[config.mk]
export PLATFORM = sky130hd
export DESIGN_NAME = kfx86_shift_sequencer
export DESIGN_NICKNAME = d
export VERILOG_FILES = /design/src/rtl/kfx86_shift_sequencer_pkg.sv /design/src/rtl/kfx86_shift_sequencer_flag_gen.sv /design/src/rtl/kfx86_shift_sequencer.sv
export SDC_FILE = /design/constraint.sdc
export NUM_CORES = 1
export LEC_CHECK = 0
export ABC_AREA = 1
export CORE_ASPECT_RATIO = 1.5
export CORE_MARGIN = 10
export CORE_UTILIZATION = 49
export DETAILED_ROUTE_END_ITERATION = 16
export PLACE_DENSITY = 0.85
export SLEW_MARGIN = 20
export SYNTH_ARGS = -nofsm -noshare
export SYNTH_HDL_FRONTEND = slang
export SYNTH_SLANG_ARGS = --single-unit
[constraint.sdc]
create_clock -name clock -period 3.7 [get_ports clock]
set_input_delay 0.37 -clock clock [delete_from_list [all_inputs] [get_ports clock]]
set_output_delay 0.37 -clock clock [all_outputs]
set_load 0.01 [all_outputs]
[src/rtl/kfx86_shift_sequencer_pkg.sv]
// Shared types and ALU opcode mapping for the kfx86 shift/rotate sequencer.
package kfx86_shift_sequencer_pkg;

    typedef struct packed {
        logic o;
        logic s;
        logic z;
        logic a;
        logic p;
        logic c;
    } flags_t;

    typedef enum logic [2:0] {
        SK_ROL = 3'd0,
        SK_ROR = 3'd1,
        SK_RCL = 3'd2,
        SK_RCR = 3'd3,
        SK_SHL = 3'd4,
        SK_SHR = 3'd5,
        SK_SAL = 3'd6,
        SK_SAR = 3'd7
    } shift_kind_t;

    typedef enum logic [1:0] {
        SEQ_IDLE = 2'd0,
        SEQ_RUN  = 2'd1,
        SEQ_DONE = 2'd2
    } seq_state_t;

    localparam logic [4:0] ALU_OP_NOP = 5'h00;
    localparam logic [4:0] ALU_OP_ROL = 5'h10;
    localparam logic [4:0] ALU_OP_ROR = 5'h11;
    localparam logic [4:0] ALU_OP_RCL = 5'h12;
    localparam logic [4:0] ALU_OP_RCR = 5'h13;
    localparam logic [4:0] ALU_OP_SHL = 5'h14;
    localparam logic [4:0] ALU_OP_SHR = 5'h15;
    localparam logic [4:0] ALU_OP_SAR = 5'h17;

    function automatic logic [4:0] shift_alu_op(input shift_kind_t kind);
        logic [4:0] op;
        op = ALU_OP_NOP;
        unique case (kind)
            SK_ROL: op = ALU_OP_ROL;
            SK_ROR: op = ALU_OP_ROR;
            SK_RCL: op = ALU_OP_RCL;
            SK_RCR: op = ALU_OP_RCR;
            SK_SHL: op = ALU_OP_SHL;
            SK_SHR: op = ALU_OP_SHR;
            SK_SAL: op = ALU_OP_SHL;
            SK_SAR: op = ALU_OP_SAR;
        endcase
        return op;
    endfunction

    function automatic logic [15:0] width_mask(input logic [15:0] v, input logic word);
        return word ? v : {8'h00, v[7:0]};
    endfunction

endpackage

[src/rtl/kfx86_shift_sequencer_flag_gen.sv]
// Combinational parity/zero/sign generation for an 8- or 16-bit value.
module kfx86_flag_gen (
    input  logic [15:0] value,
    input  logic        select_word,
    output logic        parity,
    output logic        zero,
    output logic        sign
);

    assign parity = ~^value[7:0];
    assign zero   = select_word ? (value == 16'h0000) : (value[7:0] == 8'h00);
    assign sign   = select_word ? value[15] : value[7];

endmodule

[src/rtl/kfx86_shift_sequencer.sv]
// Iterates the ALU's single-bit shift/rotate ops `count` times for 8088
// shift/rotate-by-CL and by-1 instructions.
module kfx86_shift_sequencer
    import kfx86_shift_sequencer_pkg::*;
#(
    parameter int COUNT_WIDTH = 8
) (
    input  logic                   clock,
    input  logic                   reset,
    input  logic                   start,
    input  logic [2:0]             shift_kind,
    input  logic [COUNT_WIDTH-1:0] count,
    input  logic [15:0]            operand,
    input  flags_t                 operand_flags,
    input  logic                   select_word,
    output logic                   busy,
    output logic                   done,
    output logic [15:0]            result,
    output flags_t                 result_flags,
    output logic [4:0]             alu_opcode,
    output logic [15:0]            alu_source_1,
    output flags_t                 alu_source_flags,
    output logic                   alu_select_word,
    input  logic [15:0]            alu_out,
    input  flags_t                 alu_out_flags
);

    seq_state_t             state_q, state_d;
    logic [COUNT_WIDTH-1:0] remaining_q, remaining_d;
    shift_kind_t            kind_q, kind_d;
    logic                   word_q, word_d;
    logic [15:0]            value_q, value_d;
    flags_t                 flags_q, flags_d;
    flags_t                 saved_q, saved_d;
    logic                   busy_q, busy_d;
    logic                   done_q, done_d;
    logic [15:0]            result_q, result_d;
    flags_t                 result_flags_q, result_flags_d;
    logic [4:0]             opcode_q, opcode_d;

    logic [15:0] alu_value;
    logic        gen_p, gen_z, gen_s;
    flags_t      final_flags;

    assign alu_value = width_mask(alu_out, word_q);

    kfx86_flag_gen u_flag_gen (
        .value       (alu_value),
        .select_word (word_q),
        .parity      (gen_p),
        .zero        (gen_z),
        .sign        (gen_s)
    );

    // Shifts recompute P/Z/S from the result; rotates keep the originals.
    always_comb begin
        final_flags = alu_out_flags;
        if (kind_q inside {SK_SHL, SK_SHR, SK_SAL, SK_SAR}) begin
            final_flags.p = gen_p;
            final_flags.z = gen_z;
            final_flags.s = gen_s;
        end else begin
            final_flags.p = saved_q.p;
            final_flags.z = saved_q.z;
            final_flags.s = saved_q.s;
            final_flags.a = saved_q.a;
        end
    end

    always_comb begin
        state_d        = state_q;
        remaining_d    = remaining_q;
        kind_d         = kind_q;
        word_d         = word_q;
        value_d        = value_q;
        flags_d        = flags_q;
        saved_d        = saved_q;
        busy_d         = busy_q;
        done_d         = 1'b0;
        result_d       = result_q;
        result_flags_d = result_flags_q;
        opcode_d       = opcode_q;
        case (state_q)
            SEQ_IDLE: begin
                if (start) begin
                    kind_d  = shift_kind_t'(shift_kind);
                    word_d  = select_word;
                    value_d = width_mask(operand, select_word);
                    flags_d = operand_flags;
                    saved_d = operand_flags;
                    busy_d  = 1'b1;
                    if (count == '0) begin
                        state_d        = SEQ_DONE;
                        done_d         = 1'b1;
                        result_d       = width_mask(operand, select_word);
                        result_flags_d = operand_flags;
                    end else begin
                        state_d     = SEQ_RUN;
                        remaining_d = count;
                        opcode_d    = shift_alu_op(shift_kind_t'(shift_kind));
                    end
                end
            end
            SEQ_RUN: begin
                value_d     = alu_value;
                flags_d     = alu_out_flags;
                remaining_d = remaining_q - COUNT_WIDTH'(1);
                if (remaining_q == COUNT_WIDTH'(1)) begin
                    state_d        = SEQ_DONE;
                    done_d         = 1'b1;
                    result_d       = alu_value;
                    result_flags_d = final_flags;
                    opcode_d       = ALU_OP_NOP;
                end
            end
            SEQ_DONE: begin
                state_d = SEQ_IDLE;
                busy_d  = 1'b0;
            end
            default: begin
                state_d  = SEQ_IDLE;
                busy_d   = 1'b0;
                opcode_d = ALU_OP_NOP;
            end
        endcase
    end

    always_ff @(posedge clock) begin
        if (reset) begin
            state_q        <= SEQ_IDLE;
            remaining_q    <= '0;
            kind_q         <= SK_ROL;
            word_q         <= 1'b0;
            value_q        <= 16'h0000;
            flags_q        <= '0;
            saved_q        <= '0;
            busy_q         <= 1'b0;
            done_q         <= 1'b0;
            result_q       <= 16'h0000;
            result_flags_q <= '0;
            opcode_q       <= ALU_OP_NOP;
        end else begin
            state_q        <= state_d;
            remaining_q    <= remaining_d;
            kind_q         <= kind_d;
            word_q         <= word_d;
            value_q        <= value_d;
            flags_q        <= flags_d;
            saved_q        <= saved_d;
            busy_q         <= busy_d;
            done_q         <= done_d;
            result_q       <= result_d;
            result_flags_q <= result_flags_d;
            opcode_q       <= opcode_d;
        end
    end

    assign busy             = busy_q;
    assign done             = done_q;
    assign result           = result_q;
    assign result_flags     = result_flags_q;
    assign alu_opcode       = opcode_q;
    assign alu_source_1     = value_q;
    assign alu_source_flags = flags_q;
    assign alu_select_word  = word_q;

endmodule

==> results.ini <==
[yosys]
synth-edff-count = 0
synth_xor_area_share_pct = 0.533
syn-num-nets = 545
synth-simple-area-share_pct = 28.7
netlist_instances = 480
synth_cell_type_count = 31
synth_top_cell_area_share_pct = 40.2
synth_top_family_by_area = simple AND/OR/NAND/NOR gates
ys_seq_area_share_pct = 40.2
synthFlopType = dfxtp_1
yosys_warnings = 0
synth_area_leaders = dfxtp_1 40%, nand2_1 12%, nor2_1 9.4%
synthArstFlopShare_pct = 0
yosysMostFrequentCell = nand2_1
ys_ff_latch = 66
synth_compound_area_share_pct = 18.8
synth_fa_ha_area_share_pct = 2.28
synth_top_area_cell = dfxtp_1
yosys-mux-area-fraction_pct = 0
yosys-top-cells-count = 102 x nand2_1, 82 x nor2_1, 66 x dfxtp_1
syn_area_mm2 = 0.00329
syn_avg_cell_area_um2 = 6.85

[route]
drtPass1Iterations = 5
wire_per_inst_um = 15.7
final_antenna_net_count = 0
drtIter0Drc = 289
route.detailed.drc = 0
wl_mm = 10.2
routed_via_density = 5.33
vias = 3484

[floorplanning]
die_h_um = 120
dieWidth_um = 86.9
initial_core_util_pct = 50.4
rows = 36
die_area_mm2 = 0.0105
pin_count = 111
core_mm2 = 0.00653

[timing]
fin_skew_ns = 0.00705
setup_ws_ns = 1.37
min_period_ns = 2.33
setup_viol = 0
slew_viol_final = 0
hold_viol = 0
tightest_slew_ns = 0.845
tns_ns = 0
timing.final.crit_share_pct = 63.0
fmax_mhz = 429
hold_slack_ns = 0.466
rsz0062_at_grt = false
slew_headroom_pct = 43.6

[global_route]
grt_max_degree = 55
antenna_found_initial = 0
grt_pass1_vias = 3306
grt_pass1_wl_mm = 16.1
grt.overflow.total = 0
grt_usage_pct = 19.0

[critical_path]
cp-end-kind = flop
critPathRequiredTime_ns = 3.94
critPathMaxFanout = 54
critPathArrivalTime_ns = 2.57
start_kind = flop
reg2regPathDepth = 8
crit_type = reg -> reg

[clock_network]
clockBufferDepth = 2
clk_latency_ns = 0.35
path_clk_slew_ns = 0.07
htreeDepth = 3
cts_setup_buffers = 0
ctsResizeCount = 0
cts_buffers = 9
cts_tree = done
cts_num_sinks = 66
holdBufCountCts = 0
root_buffer = clkbuf_8

[placement]
gp_congestion = 0.851
place_hpwl_mm = 7.62
port_buffers = 109
dp_slack_ns = 1.43

[min_path]
min_path_type = reg -> reg
hold_depth = 2

[layout]
postLayoutCoreUtil_pct = 69.3
num-nets-final = 638
num_antenna_cells = 0
drive_above_1_share_pct = 5.36
synthToLayoutAreaGrowth_pct = 37.5

[pwr]
powerDensity_mw_per_mm2 = 435
ir_drop_v = 0.000342
p_leak_nw = 1.86

[flow_run]
maxCapViolCount = 0

[status]
outcome = finished, final reports clean

-- through the flow --
step | total power, mW | cells | cell area, um^2
6_report | 1.97 | 654 | 4520
5_1_grt | 2.06 | 654 | 4520
4_1_cts | 1.97 | 654 | 4520
3_5_place_dp | 1.32 | 638 | 4310
3_3_place_gp | 1.31 | 638 | 4310
2_1_floorplan | 1.13 | 480 | 3290
-- where the power goes --
part | switching (mW) | internal [mW] | total, mW
Sequential | 0.0428 | 0.768 | 0.811
Combinational | 0.285 | 0.218 | 0.503
Clock | 0.275 | 0.379 | 0.654
Total | 0.603 | 1.36 | 1.97
-- routing by layer --
layer,up-vias,part of all wire [%],global-route usage [%]
met5,-,0,0
met4,0,2.6,7.62
met3,19,8.3,6.25
met2,150,51,33.2
met1,1576,38,20.3
li1,1739,-,-
-- area by class of cell --
type | count | area (um^2)
fillers | 552 | 2010
clock buffers | 11 | 131
repair buffers | 110 | 1100
inverters | 36 | 140
flip-flops and latches | 66 | 1320
multi-input cells | 350 | 1660
well taps | 76 | 95.1
clock inverters | 5 | 78.8
-- worst max-delay path, cell delays in order, from the launching register on --
cell	delay (ns)
dfxtp_1	0.34
inv_4	0.13
nand2_8	0.21
inv_2	0.57
nand2_1	0.19
nand2_4	0.29
inv_4	0.17
o21ai_0	0.23
nor2_1	0.06
-- sequential cells by signal, indices dropped and copies added (netlist names) --
| signal | count |
|---|---|
| result_flags | 6 |
| alu_select_word | 1 |
| alu_source_1 | 16 |
| busy | 1 |
| saved_q | 4 |
| state_q | 2 |
| alu_opcode | 4 |
| remaining_q | 8 |
| alu_source_flags | 6 |
| result | 16 |
| kind_q | 1 |
| done | 1 |
-- logic make-up after synthesis --
kind of cell	count (synthesis)
AO/OA/AOI/OAI	122
XOR/XNOR	2
adder cells (fa/ha/maj)	6
buffers and inverters	64
flip-flops	66
other	1
AND/OR/NAND/NOR	219
-- path summary, 6_finish.rpt --
kind,startpoint,endpoint,slack [ns]
worst max-delay path,state_q[1]$_SDFFE_PP0P_,result[0]$_SDFFE_PP0P_,1.37
worst min-delay path,alu_source_1[0]$_SDFFE_PP0P_,alu_source_1[0]$_SDFFE_PP0P_,0.47
worst max register to register,state_q[1]$_SDFFE_PP0P_,result[0]$_SDFFE_PP0P_,1.37
worst min register to register,alu_source_1[0]$_SDFFE_PP0P_,alu_source_1[0]$_SDFFE_PP0P_,0.47
-- cell usage in the layout (no fill, tap or decap), types with 3 or more instances in the layout --
| cell type | count |
|---|---|
| nor2_1 | 82 |
| nand2_1 | 102 |
| inv_1 | 30 |
| nor2_2 | 3 |
| ha_1 | 6 |
| o21ai_1 | 20 |
| o21ai_0 | 61 |
| dfxtp_1 | 66 |
| nand3_1 | 20 |
| inv_2 | 3 |
| nand4_1 | 4 |
| a21oi_1 | 37 |
| clkbuf_8 | 9 |
| clkdlybuf4s50_1 | 109 |
Note: power is estimated with default switching activity, not from simulation.
